--- config.mk ---
export PLATFORM = sky130hd
export DESIGN_NAME = adc_seq_packer
export DESIGN_NICKNAME = d
export VERILOG_FILES = /design/src/rtl/adc_seq_pkg.sv /design/src/rtl/adc_seq_packer_frame.sv /design/src/rtl/adc_seq_packer.sv
export SDC_FILE = /design/constraint.sdc
export NUM_CORES = 1
export LEC_CHECK = 0
export ABC_AREA = 1
export BUFFER_PORTS_ARGS = -buffer_cell sky130_fd_sc_hd__clkbuf_2
export CAP_MARGIN = 20
export CORE_ASPECT_RATIO = 0.7
export CORE_MARGIN = 2
export CORE_UTILIZATION = 40
export CTS_BUF_LIST = sky130_fd_sc_hd__clkbuf_8
export DETAILED_ROUTE_END_ITERATION = 10
export GPL_ROUTABILITY_DRIVEN = 1
export HOLD_SLACK_MARGIN = 0.05
export SLEW_MARGIN = 20
export SYNTH_ARGS = -nofsm -noshare
export SYNTH_HDL_FRONTEND = slang
export SYNTH_HIERARCHICAL = 1
export SYNTH_SLANG_ARGS = --single-unit
--- constraint.sdc ---
create_clock -name clk -period 5.54 [get_ports clk]
set_input_delay 0.277 -clock clk [delete_from_list [all_inputs] [get_ports clk]]
set_output_delay 0.277 -clock clk [all_outputs]
set_load 0.01 [all_outputs]
--- src/rtl/adc_seq_pkg.sv ---
// rtl/adc_seq_pkg.sv - shared types and packing helper for the ADC sweep packer
package adc_seq_pkg;

    typedef enum logic [2:0] {
        ST_IDLE,
        ST_SETUP,
        ST_SHIFT,
        ST_HOLD,
        ST_GAP
    } state_e;

    localparam int OUT_CH_LSB   = 16;
    localparam int SAMPLE_MAX_W = 16;

    function automatic logic [31:0] pack_word(input logic [SAMPLE_MAX_W-1:0] ch,
                                              input logic [SAMPLE_MAX_W-1:0] smp);
        logic [31:0] w;
        w = '0;
        w[OUT_CH_LSB +: SAMPLE_MAX_W] = ch;
        w[SAMPLE_MAX_W-1:0]           = smp;
        return w;
    endfunction

endpackage

--- src/rtl/adc_seq_packer_frame.sv ---
// rtl/adc_seq_packer_frame.sv - one serial ADC frame: CS/SCLK timing and SDI/SDO shifting
module adc_spi_frame
    import adc_seq_pkg::*;
#(
    parameter int CH_W     = 3,
    parameter int SAMPLE_W = 16,
    parameter int CLK_DIV  = 4,
    parameter int CS_GAP   = 2
) (
    input  logic                clk,
    input  logic                rst_n,
    input  logic                frame_go,
    input  logic [CH_W-1:0]     ch_addr,
    input  logic                adc_sdo,
    output logic                adc_sclk,
    output logic                adc_cs_n,
    output logic                adc_sdi,
    output logic                frame_cap,
    output logic                gap_last,
    output logic [SAMPLE_W-1:0] rx_data
);
    localparam int CNT_W = $clog2(CLK_DIV + CS_GAP + 1);
    localparam int BIT_W = $clog2(SAMPLE_W + 1);
    localparam logic [CNT_W-1:0] DIV_LAST = CNT_W'(CLK_DIV - 1);
    localparam logic [CNT_W-1:0] GAP_LAST = CNT_W'(CS_GAP - 1);

    state_e              state_q, state_d;
    logic [CNT_W-1:0]    cnt_q, cnt_d;
    logic [BIT_W-1:0]    bit_q, bit_d;
    logic [SAMPLE_W-1:0] tx_q, tx_d, rx_q, rx_d, tx_load;
    logic                sclk_q, sclk_d, cs_n_q, cs_n_d, sdi_q, sdi_d;
    logic                cnt_done, start_frame;

    assign cnt_done    = (cnt_q == '0);
    assign frame_cap   = (state_q == ST_HOLD) && cnt_done;
    assign gap_last    = (state_q == ST_GAP) && cnt_done;
    assign start_frame = frame_go && ((state_q == ST_IDLE) || gap_last);

    always_comb begin
        state_d = state_q;
        cnt_d   = cnt_done ? cnt_q : cnt_q - 1'b1;
        bit_d   = bit_q;
        tx_d    = tx_q;
        rx_d    = rx_q;
        sclk_d  = sclk_q;
        cs_n_d  = cs_n_q;
        sdi_d   = sdi_q;
        tx_load = '0;
        tx_load[SAMPLE_W-1 -: CH_W] = ch_addr;
        case (state_q)
            ST_SETUP: if (cnt_done) begin
                state_d = ST_SHIFT;
                cnt_d   = DIV_LAST;
                bit_d   = BIT_W'(SAMPLE_W - 1);
            end
            ST_SHIFT: if (cnt_done) begin
                cnt_d = DIV_LAST;
                if (!sclk_q) begin
                    sclk_d = 1'b1;
                end else begin
                    // falling edge: capture SDO, advance the address bit
                    sclk_d = 1'b0;
                    rx_d   = {rx_q[SAMPLE_W-2:0], adc_sdo};
                    sdi_d  = tx_q[SAMPLE_W-2];
                    tx_d   = tx_q << 1;
                    if (bit_q == '0) state_d = ST_HOLD;
                    else             bit_d   = bit_q - 1'b1;
                end
            end
            ST_HOLD: if (cnt_done) begin
                state_d = ST_GAP;
                cs_n_d  = 1'b1;
                cnt_d   = GAP_LAST;
            end
            ST_GAP: if (cnt_done) state_d = ST_IDLE;
            default: ;
        endcase
        if (start_frame) begin
            state_d = ST_SETUP;
            cs_n_d  = 1'b0;
            cnt_d   = DIV_LAST;
            tx_d    = tx_load;
            sdi_d   = ch_addr[CH_W-1];
        end
    end

    always_ff @(posedge clk or negedge rst_n) begin
        if (!rst_n) begin
            state_q <= ST_IDLE;
            cnt_q   <= '0;
            bit_q   <= '0;
            tx_q    <= '0;
            rx_q    <= '0;
            sclk_q  <= 1'b0;
            cs_n_q  <= 1'b1;
            sdi_q   <= 1'b0;
        end else begin
            state_q <= state_d;
            cnt_q   <= cnt_d;
            bit_q   <= bit_d;
            tx_q    <= tx_d;
            rx_q    <= rx_d;
            sclk_q  <= sclk_d;
            cs_n_q  <= cs_n_d;
            sdi_q   <= sdi_d;
        end
    end

    assign adc_sclk = sclk_q;
    assign adc_cs_n = cs_n_q;
    assign adc_sdi  = sdi_q;
    assign rx_data  = rx_q;

endmodule

--- src/rtl/adc_seq_packer.sv ---
// rtl/adc_seq_packer.sv - channel sweep control, result tagging, output register and drop counter
module adc_seq_packer
    import adc_seq_pkg::*;
#(
    parameter int  NUM_CH     = 8,
    parameter int  SAMPLE_W   = 16,
    parameter int  CLK_DIV    = 4,
    parameter int  CS_GAP     = 2,
    parameter int  RESULT_LAT = 0,
    localparam int CH_W       = (NUM_CH > 2) ? $clog2(NUM_CH) : 1
) (
    input  logic            clk,
    input  logic            rst_n,
    input  logic            start,
    input  logic            single,
    input  logic [CH_W-1:0] ch_count,
    input  logic            clr_drop,
    output logic            adc_sclk,
    output logic            adc_cs_n,
    output logic            adc_sdi,
    input  logic            adc_sdo,
    output logic [31:0]     out_data,
    output logic            out_valid,
    input  logic            out_ready,
    output logic            busy,
    output logic            sweep_done,
    output logic [15:0]     drop_cnt
);
    logic                    busy_q, busy_d, single_q, single_d, start_prev_q;
    logic [CH_W-1:0]         ch_cnt_q, ch_cnt_d, ch_addr;
    logic [CH_W:0]           fidx_q, fidx_d, last_idx, tag_idx;
    logic                    out_valid_q, out_valid_d;
    logic [31:0]             out_data_q, out_data_d;
    logic [15:0]             drop_cnt_q, drop_cnt_d;
    logic                    frame_go, frame_cap, gap_last, is_last;
    logic                    launch, idle_go, cont, gap_go, relatch, accept, emit, drop_inc;
    logic [SAMPLE_W-1:0]     rx_data;
    logic [SAMPLE_MAX_W-1:0] ch_ext, smp_ext;

    // with one frame of latency the sweep runs one extra frame to flush the last result
    assign last_idx = {1'b0, ch_cnt_q} + (CH_W+1)'(RESULT_LAT);
    assign is_last  = (fidx_q == last_idx);
    assign tag_idx  = (RESULT_LAT != 0) ? fidx_q - 1'b1 : fidx_q;

    always_comb begin
        launch   = single ? (start && !start_prev_q) : start;
        idle_go  = !busy_q && launch;
        cont     = is_last ? (!single_q && start) : (single_q || start);
        gap_go   = busy_q && gap_last && cont;
        relatch  = idle_go || (gap_go && is_last);
        busy_d   = busy_q;
        single_d = single_q;
        ch_cnt_d = ch_cnt_q;
        fidx_d   = fidx_q;
        if (relatch) begin
            single_d = single;
            ch_cnt_d = ch_count;
            fidx_d   = '0;
        end else if (gap_go) begin
            fidx_d = fidx_q + 1'b1;
        end
        if (idle_go)                busy_d = 1'b1;
        else if (gap_last && !cont) busy_d = 1'b0;
        frame_go = idle_go || gap_go;
        ch_addr  = (fidx_d > {1'b0, ch_cnt_d}) ? '0 : fidx_d[CH_W-1:0];

        ch_ext  = '0;
        ch_ext[CH_W-1:0] = tag_idx[CH_W-1:0];
        smp_ext = '0;
        smp_ext[SAMPLE_W-1:0] = rx_data;

        accept      = out_valid_q && out_ready;
        emit        = frame_cap && ((RESULT_LAT == 0) || (fidx_q != '0));
        out_valid_d = out_valid_q && !accept;
        out_data_d  = out_data_q;
        drop_inc    = 1'b0;
        if (emit) begin
            if (out_valid_q && !accept) begin
                drop_inc = 1'b1;
            end else begin
                out_valid_d = 1'b1;
                out_data_d  = pack_word(ch_ext, smp_ext);
            end
        end
        drop_cnt_d = drop_cnt_q;
        if (clr_drop)                                drop_cnt_d = '0;
        else if (drop_inc && drop_cnt_q != 16'hFFFF) drop_cnt_d = drop_cnt_q + 1'b1;
    end

    always_ff @(posedge clk or negedge rst_n) begin
        if (!rst_n) begin
            busy_q       <= 1'b0;
            single_q     <= 1'b0;
            start_prev_q <= 1'b0;
            ch_cnt_q     <= '0;
            fidx_q       <= '0;
            out_valid_q  <= 1'b0;
            out_data_q   <= '0;
            drop_cnt_q   <= '0;
        end else begin
            busy_q       <= busy_d;
            single_q     <= single_d;
            start_prev_q <= start;
            ch_cnt_q     <= ch_cnt_d;
            fidx_q       <= fidx_d;
            out_valid_q  <= out_valid_d;
            out_data_q   <= out_data_d;
            drop_cnt_q   <= drop_cnt_d;
        end
    end

    adc_spi_frame #(
        .CH_W     (CH_W),
        .SAMPLE_W (SAMPLE_W),
        .CLK_DIV  (CLK_DIV),
        .CS_GAP   (CS_GAP)
    ) u_frame (
        .clk       (clk),
        .rst_n     (rst_n),
        .frame_go  (frame_go),
        .ch_addr   (ch_addr),
        .adc_sdo   (adc_sdo),
        .adc_sclk  (adc_sclk),
        .adc_cs_n  (adc_cs_n),
        .adc_sdi   (adc_sdi),
        .frame_cap (frame_cap),
        .gap_last  (gap_last),
        .rx_data   (rx_data)
    );

    assign out_data   = out_data_q;
    assign out_valid  = out_valid_q;
    assign busy       = busy_q;
    assign sweep_done = busy_q && gap_last && is_last;
    assign drop_cnt   = drop_cnt_q;

endmodule

# == After elaboration in Yosys (flattened, before gate mapping) ==
# Cells that the tools add are included.
# op_classes
add_sub_neg,4
n_lt_le_gt_ge,1
n_eq_ne,16
mux,43
bitwise_logic,1
n_reduce_logical,42
# op_table
cell,n
2-to-1 mux 15 bit,4
2-to-1 mux 3 bit,13
2-to-1 mux 16 bit,2
2-to-1 mux 5 bit,4
inequality test 3 x 1 -> 1 bit (second input constant),6
adder 16 x 1 -> 16 bit (second input constant),1
inequality test 16 bit (second input constant),1
2-to-1 mux 1 bit,15
logical AND 1 bit,14
nonzero test 2 bit,7
case mux 3 bit (4 select lines),1
case mux 5 bit (2 select lines),1
2-to-1 mux 4 bit,2
AND reduction 7 bit,1
equality test 3 x 2 -> 1 bit (second input constant),2
logical NOT 3 bit,2
inequality test 2 x 1 -> 1 bit (second input constant),3
case mux 3 bit (2 select lines),1
AND reduction 2 bit,3
AND reduction 3 bit,2
logical NOT 1 bit,5
logical NOT 5 bit,1
AND reduction 5 bit,1
nonzero test 5 bit,1
11 further kinds,14
# word_totals
regBits,91
inputBits,10
output_inout_bits,54
elab_cells,123

# == Longest topological paths before layout ==
# logic_depth
depth_word,10
mapped_depth,19
ltp_nobuf,19

# == Cells and area by module ==
# Netlist, hierarchy kept.
# by_module_without_submodules
mod,instances,cells_per_inst,area_each_um2,seq_area_each_um2
adc_seq_packer,1,296,2597.5,1151.1
adc_spi_frame,1,193,1610.3,802.0

# == Worst setup path after synthesis ==
# No wires, ideal clock.
# synth_path
path_kind,reg-to-reg
start,reg u_frame.cnt_q[0]
end,reg u_frame.tx_q[14]
t_arrival_ns,2.431
required_ns,5.471
path_slack_ns,3.040
path_stages_with_launch,20
n_path_buf,0
path_cell_list,dfrtp_1 > inv_1 > ha_1 > nand2_4 > nor2_1 > nand2_1 > inv_1 > nand3_2 > nand2_4 > nand2_1 > o21ai_0 > inv_1 > ha_1 > a21oi_1 > nor2_1 > o21ai_0 > nand2_2 > nor2_1 > nand2_1 > nand3_1
# synth_between
elab_chain_cells,10
elab_cells_between_ends,19
cone_classes,order compare: 1; mux: 5; reduce/logical: 13
# synth_lines
element,line_no,rtl
from (decl),adc_seq_packer_frame.sv:28,"logic [CNT_W-1:0] cnt_q, cnt_d;"
from (signal assigned),adc_seq_packer_frame.sv:99,cnt_q <= cnt_d;
logical NOT 3 bit,adc_seq_packer_frame.sv:34,assign cnt_done = (cnt_q == '0);
logical AND 1 bit,adc_seq_packer_frame.sv:36,assign gap_last = (state_q == ST_GAP) && cnt_done;
net gap_last,adc_seq_packer.sv:35,"logic frame_go, frame_cap, gap_last, is_last;"
logical AND 1 bit (2 in series),adc_seq_packer.sv:49,gap_go = busy_q && gap_last && cont;
logical AND 1 bit,adc_seq_packer.sv:50,relatch = idle_go || (gap_go && is_last);
logical OR 1 bit,adc_seq_packer.sv:50,
2-to-1 mux 3 bit,adc_seq_packer.sv:55,if (relatch) begin
net ch_cnt_d[1],adc_seq_packer.sv:30,"logic [CH_W-1:0] ch_cnt_q, ch_cnt_d, ch_addr;"
> comparator 4 x 3 -> 1 bit,adc_seq_packer.sv:65,"ch_addr = (fidx_d > {1'b0, ch_cnt_d}) ? '0 : fidx_d[CH_W-1:0];"
2-to-1 mux 3 bit,adc_seq_packer.sv:65,
net ch_addr[1],adc_seq_packer.sv:30,
2-to-1 mux 15 bit,adc_seq_packer_frame.sv:78,if (start_frame) begin
to (signal assigned),adc_seq_packer_frame.sv:101,tx_q <= tx_d;
to (decl),adc_seq_packer_frame.sv:30,"logic [SAMPLE_W-1:0] tx_q, tx_d, rx_q, rx_d, tx_load;"
# The timed path passes the listed nets, and every way through them passes these cells.
# A chain may end at the register's enable or synchronous reset.

# == Final worst setup path ==
# Ends and elaborated chain as after synthesis.

==> impl_table.tex <==
\begin{tabular}{lr}
\hline
Metric & Value \\
\hline
\multicolumn{2}{l}{\textbf{Global routing}} \\
\quad Initial antenna violation count & 0 \\
\quad Vias in the first global route & 3,088 \\
\quad Global-route congestion overflow total & 0 \\
\quad Maximum number of pins on one net before global-route repair & 79 \\
\quad GRT Total Usage & 16.1\% \\
\quad Global-route wire length before repair & 14.6 mm \\
\multicolumn{2}{l}{\textbf{Placement}} \\
\quad Global placement routability congestion & 0.856 \\
\quad Pre-CTS setup slack & 2.72 ns \\
\quad Final HPWL DP & 6.21 mm \\
\quad Number of buffers inserted by port buffering & 50 \\
\multicolumn{2}{l}{\textbf{Synth}} \\
\quad Cell with the most instances after synthesis & sky130\_fd\_sc\_hd\_\_nand2\_1 \\
\quad Ranking of synthesized cells by area & sky130\_fd\_sc\_hd\_\_dfrtp\_1 46\%, sky130\_fd\_sc\_hd\_\_nand2\_1 13\%, sky130\_fd\_sc\_hd\_\_mux2\_2 4.3\%, sky130\_fd\_sc\_hd\_\_inv\_1 4.0\%, sky130\_fd\_sc\_hd\_\_nand3\_1 3.2\% \\
\quad Number of storage elements in the synthesis netlist & 78 \\
\quad Syn avg cell area & 8.60 um2 \\
\quad Number of synthesized flops with an enable pin & 0 \\
\quad Primary FF master, synth & sky130\_fd\_sc\_hd\_\_dfrtp\_1 \\
\quad Number of library cell types mapped by synthesis & 37 \\
\quad Most frequent cells after synthesis & 149 x sky130\_fd\_sc\_hd\_\_nand2\_1, 77 x sky130\_fd\_sc\_hd\_\_dfrtp\_1, 45 x sky130\_fd\_sc\_hd\_\_inv\_1 \\
\quad Synth Warn \# & 6 \\
\quad Library cell occupying the most area in the post-synthesis netlist & sky130\_fd\_sc\_hd\_\_dfrtp\_1 \\
\quad Share of async-settable or async-resettable flops after synthesis & 100\% \\
\quad Top cell type's share of synthesized area & 45.8\% \\
\quad Cell Area, Synth & 4210 um2 \\
\quad Part of the Yosys area used for sequential elements & 46.4\% \\
\quad Gate count after technology mapping & 489 \\
\multicolumn{2}{l}{\textbf{Setup path}} \\
\quad Maximum fanout count along the critical path & 9 \\
\quad Crit end category & register \\
\quad Critical path startpoint category & register \\
\quad Critical Path AT & 3.12 ns \\
\quad Critical path class & register to register \\
\quad Required time of the critical path & 5.84 ns \\
\multicolumn{2}{l}{\textbf{STA}} \\
\quad Transition time at the pin with the least slew margin & 0.873 ns \\
\quad Final Hold Slack & 0.122 ns \\
\quad Max Clock Freq & 0.355 GHz \\
\quad Worst relative slew slack & 41.7\% \\
\quad Final worst path period share & 50.9\% \\
\quad Setup slack after layout & 2.72 ns \\
\quad Max-slew violations & 0 \\
\quad Layout Skew & 0.00789 ns \\
\quad Shortest clock period the worst path allows after layout & 2.82 ns \\
\quad Setup repair after global routing missed its margin & false \\
\quad Hold violation total from the final report & 0 \\
\quad Total Negative Setup Slacks & 0 ns \\
\quad Final number of setup-violating endpoints & 0 \\
\multicolumn{2}{l}{\textbf{Hold path}} \\
\quad Class of the tightest hold or removal check & primary input to register \\
\multicolumn{2}{l}{\textbf{Die}} \\
\quad Total number of placement rows & 31 \\
\quad Die Span Y & 89.8 um \\
\quad I/O pins & 64 \\
\quad Core region area & 10,300 um2 \\
\quad Total Die Area & 11,400 um2 \\
\quad Chip Width & 127 um \\
\quad Initial core utilization & 40.9\% \\
\multicolumn{2}{l}{\textbf{Pwr}} \\
\quad Static Leak & 2.46 nW \\
\quad Peak supply drop & 0.135 mV \\
\quad Areal power density over the cells & 239 nW/um2 \\
\multicolumn{2}{l}{\textbf{Job}} \\
\quad Count of max-cap constraint violations & 0 \\
\multicolumn{2}{l}{\textbf{Clocking}} \\
\quad Setup bufs post-CTS & 0 \\
\quad Clock sink total & 78 \\
\quad Bufs on Longest Clock Path & 2 \\
\quad CTS Hold Buffers Added & 1 \\
\quad Cell at the root of the clock tree & sky130\_fd\_sc\_hd\_\_clkbuf\_8 \\
\quad Number of buffers created by CTS & 9 \\
\quad \# H-tree levels & 3 \\
\quad Insertion delay of the later-clocked pin in the worst-skew pair & 0.37 ns \\
\quad Clock tree from TritonCTS & done \\
\quad Clock-pin slew on the worst setup and hold paths & 0.08 ns \\
\quad Cts repair resizes & 0 \\
\multicolumn{2}{l}{\textbf{Finish}} \\
\quad Layout Area Growth over Synthesis & 12.2\% \\
\quad Fraction of layout instances using a drive strength above 1 & 24.4\% \\
\quad Antenna diodes & 0 \\
\quad Nets & 564 \\
\multicolumn{2}{l}{\textbf{Detailed routing}} \\
\quad Routed via count & 3,280 \\
\quad Remaining antenna violation count & 0 \\
\quad Total DRC errors in the routed layout & 0 \\
\quad Vias per inst & 4.82 \\
\quad First drt pass iteration count & 5 \\
\quad Routed Wire Length & 8.67 mm \\
\quad Starting DRT DRC Count & 220 \\
\quad WL per Instance & 12.7 um \\
\multicolumn{2}{l}{\textbf{Status}} \\
\quad Run status & finished clean \\
\hline
\end{tabular}
registers in the layout, summed over array words and instances (netlist names):
name / count
u_frame/adc_sclk: 1
start_prev_q: 1
u_frame/state_q: 3
u_frame/rx_data: 16
out_data: 19
u_frame/adc_sdi: 1
fidx_q: 4
ch_cnt_q: 3
u_frame/tx_q: 2
drop_cnt: 16
single_q: 1
u_frame/adc_cs_n: 1
u_frame/bit_q: 5
busy: 1
u_frame/cnt_q: 3
out_valid: 1
critical path: stages (launching register included):
cell                      delay (ns)
sky130_fd_sc_hd__dfrtp_1        0.39
sky130_fd_sc_hd__inv_1          0.08
sky130_fd_sc_hd__ha_1           0.19
sky130_fd_sc_hd__nand2_4        0.10
sky130_fd_sc_hd__nor2_1         0.15
sky130_fd_sc_hd__nand2_1        0.11
sky130_fd_sc_hd__inv_1          0.21
sky130_fd_sc_hd__nand3_2        0.12
sky130_fd_sc_hd__nand2_4        0.13
sky130_fd_sc_hd__nand2_1        0.07
sky130_fd_sc_hd__o21ai_0        0.11
sky130_fd_sc_hd__inv_1          0.08
sky130_fd_sc_hd__ha_1           0.31
sky130_fd_sc_hd__a21oi_1        0.15
sky130_fd_sc_hd__nor2_1         0.05
sky130_fd_sc_hd__o21ai_0        0.19
sky130_fd_sc_hd__nand2_2        0.09
sky130_fd_sc_hd__nor2_1         0.08
sky130_fd_sc_hd__nand2_1        0.06
sky130_fd_sc_hd__nand3_1        0.09
power breakdown:
part           switching, mW  total (mW)  internal [mW]
clock                  0.223       0.382          0.159
sequential            0.0163       0.602          0.586
combinational         0.0959       0.143         0.0470
worst paths after layout:
check	startpoint	cells past startpoint	slack [ns]	endpoint
setup / recovery	u_frame/cnt_q[0]	19	2.72	u_frame/tx_q[14]
hold / removal	adc_sdo	3	0.12	u_frame/rx_data[0]
setup reg to reg	u_frame/cnt_q[0]	19	2.72	u_frame/tx_q[14]
hold reg to reg	u_frame/rx_data[15]	2	0.48	u_frame/rx_data[15]
max in group asynchronous	rst_n	3	4.59	u_frame/adc_cs_n
min in group asynchronous	rst_n	2	0.33	drop_cnt[5]
cell families (layout without fill, tap and decap cells):
| kind of cell | count (synthesis) | after routing | share of synthesized area, % |
|---|---|---|---|
| AO/OA/AOI/OAI | 36 | 36 | 5.53 |
| XOR/XNOR | 9 | 9 | 1.87 |
| adder cells (fa/ha/maj) | 10 | 10 | 2.97 |
| buffers and inverters | 77 | 125 | 8.98 |
| flip-flops | 78 | 78 | 46.4 |
| multiplexers | 16 | 16 | 4.28 |
| other | 1 | 13 | 0.0891 |
| AND/OR/NAND/NOR | 262 | 262 | 29.9 |
area by class of cell:
type	instances	area, um2
Clock buffer	9	124
Sequential cell	78	1950
Inverter	56	213
Multi-Input combinational cell	346	1920
Tap cell	132	165
Fill cell	1009	5560
Clock inverter	7	45.0
Timing Repair Buffer	53	300
cells in the final DEF (no fill, tap or decap), types with 3 or more instances in the layout:
cell type	netlist	layout
sky130_fd_sc_hd__nand3_1	27	27
sky130_fd_sc_hd__nand2_4	4	4
sky130_fd_sc_hd__nor2_1	31	31
sky130_fd_sc_hd__xnor2_1	3	3
sky130_fd_sc_hd__nand2_2	6	6
sky130_fd_sc_hd__mux2_2	16	16
sky130_fd_sc_hd__nand3_4	3	3
sky130_fd_sc_hd__a21oi_1	5	5
sky130_fd_sc_hd__clkbuf_8	0	9
sky130_fd_sc_hd__dfrtp_1	77	77
sky130_fd_sc_hd__nor3_2	5	5
sky130_fd_sc_hd__nand4_1	12	12
sky130_fd_sc_hd__nand3_2	6	6
sky130_fd_sc_hd__xor2_1	6	6
sky130_fd_sc_hd__nor3_1	6	6
sky130_fd_sc_hd__ha_1	10	10
sky130_fd_sc_hd__o21ai_0	17	17
sky130_fd_sc_hd__clkbuf_2	0	49
sky130_fd_sc_hd__conb_1	1	13
sky130_fd_sc_hd__inv_2	9	9
sky130_fd_sc_hd__inv_1	45	47
sky130_fd_sc_hd__clkinvlp_4	0	5
sky130_fd_sc_hd__nor2_2	9	9
sky130_fd_sc_hd__nand2_1	149	149
sky130_fd_sc_hd__o21ai_2	6	6
metal layers:
layer,up-vias,GRT usage [%],wire (um)
met5,-,0,0
met4,0,4.67,96
met3,7,5.42,367
met2,67,22.7,3740
met1,1557,23.4,4470
li1,1649,-,-
metrics by stage:
step	util [%]	power [mW]	area (um2)	instances
after floorplan	-	0.722	4250	501
after global placement	43.8	0.751	4510	662
after detailed placement	43.8	0.753	4510	662
after CTS	45.6	1.14	4680	679
after global routing	45.9	1.19	4720	681
final	45.9	1.13	4720	681
No activity file was read; power rests on OpenSTA's default activity.
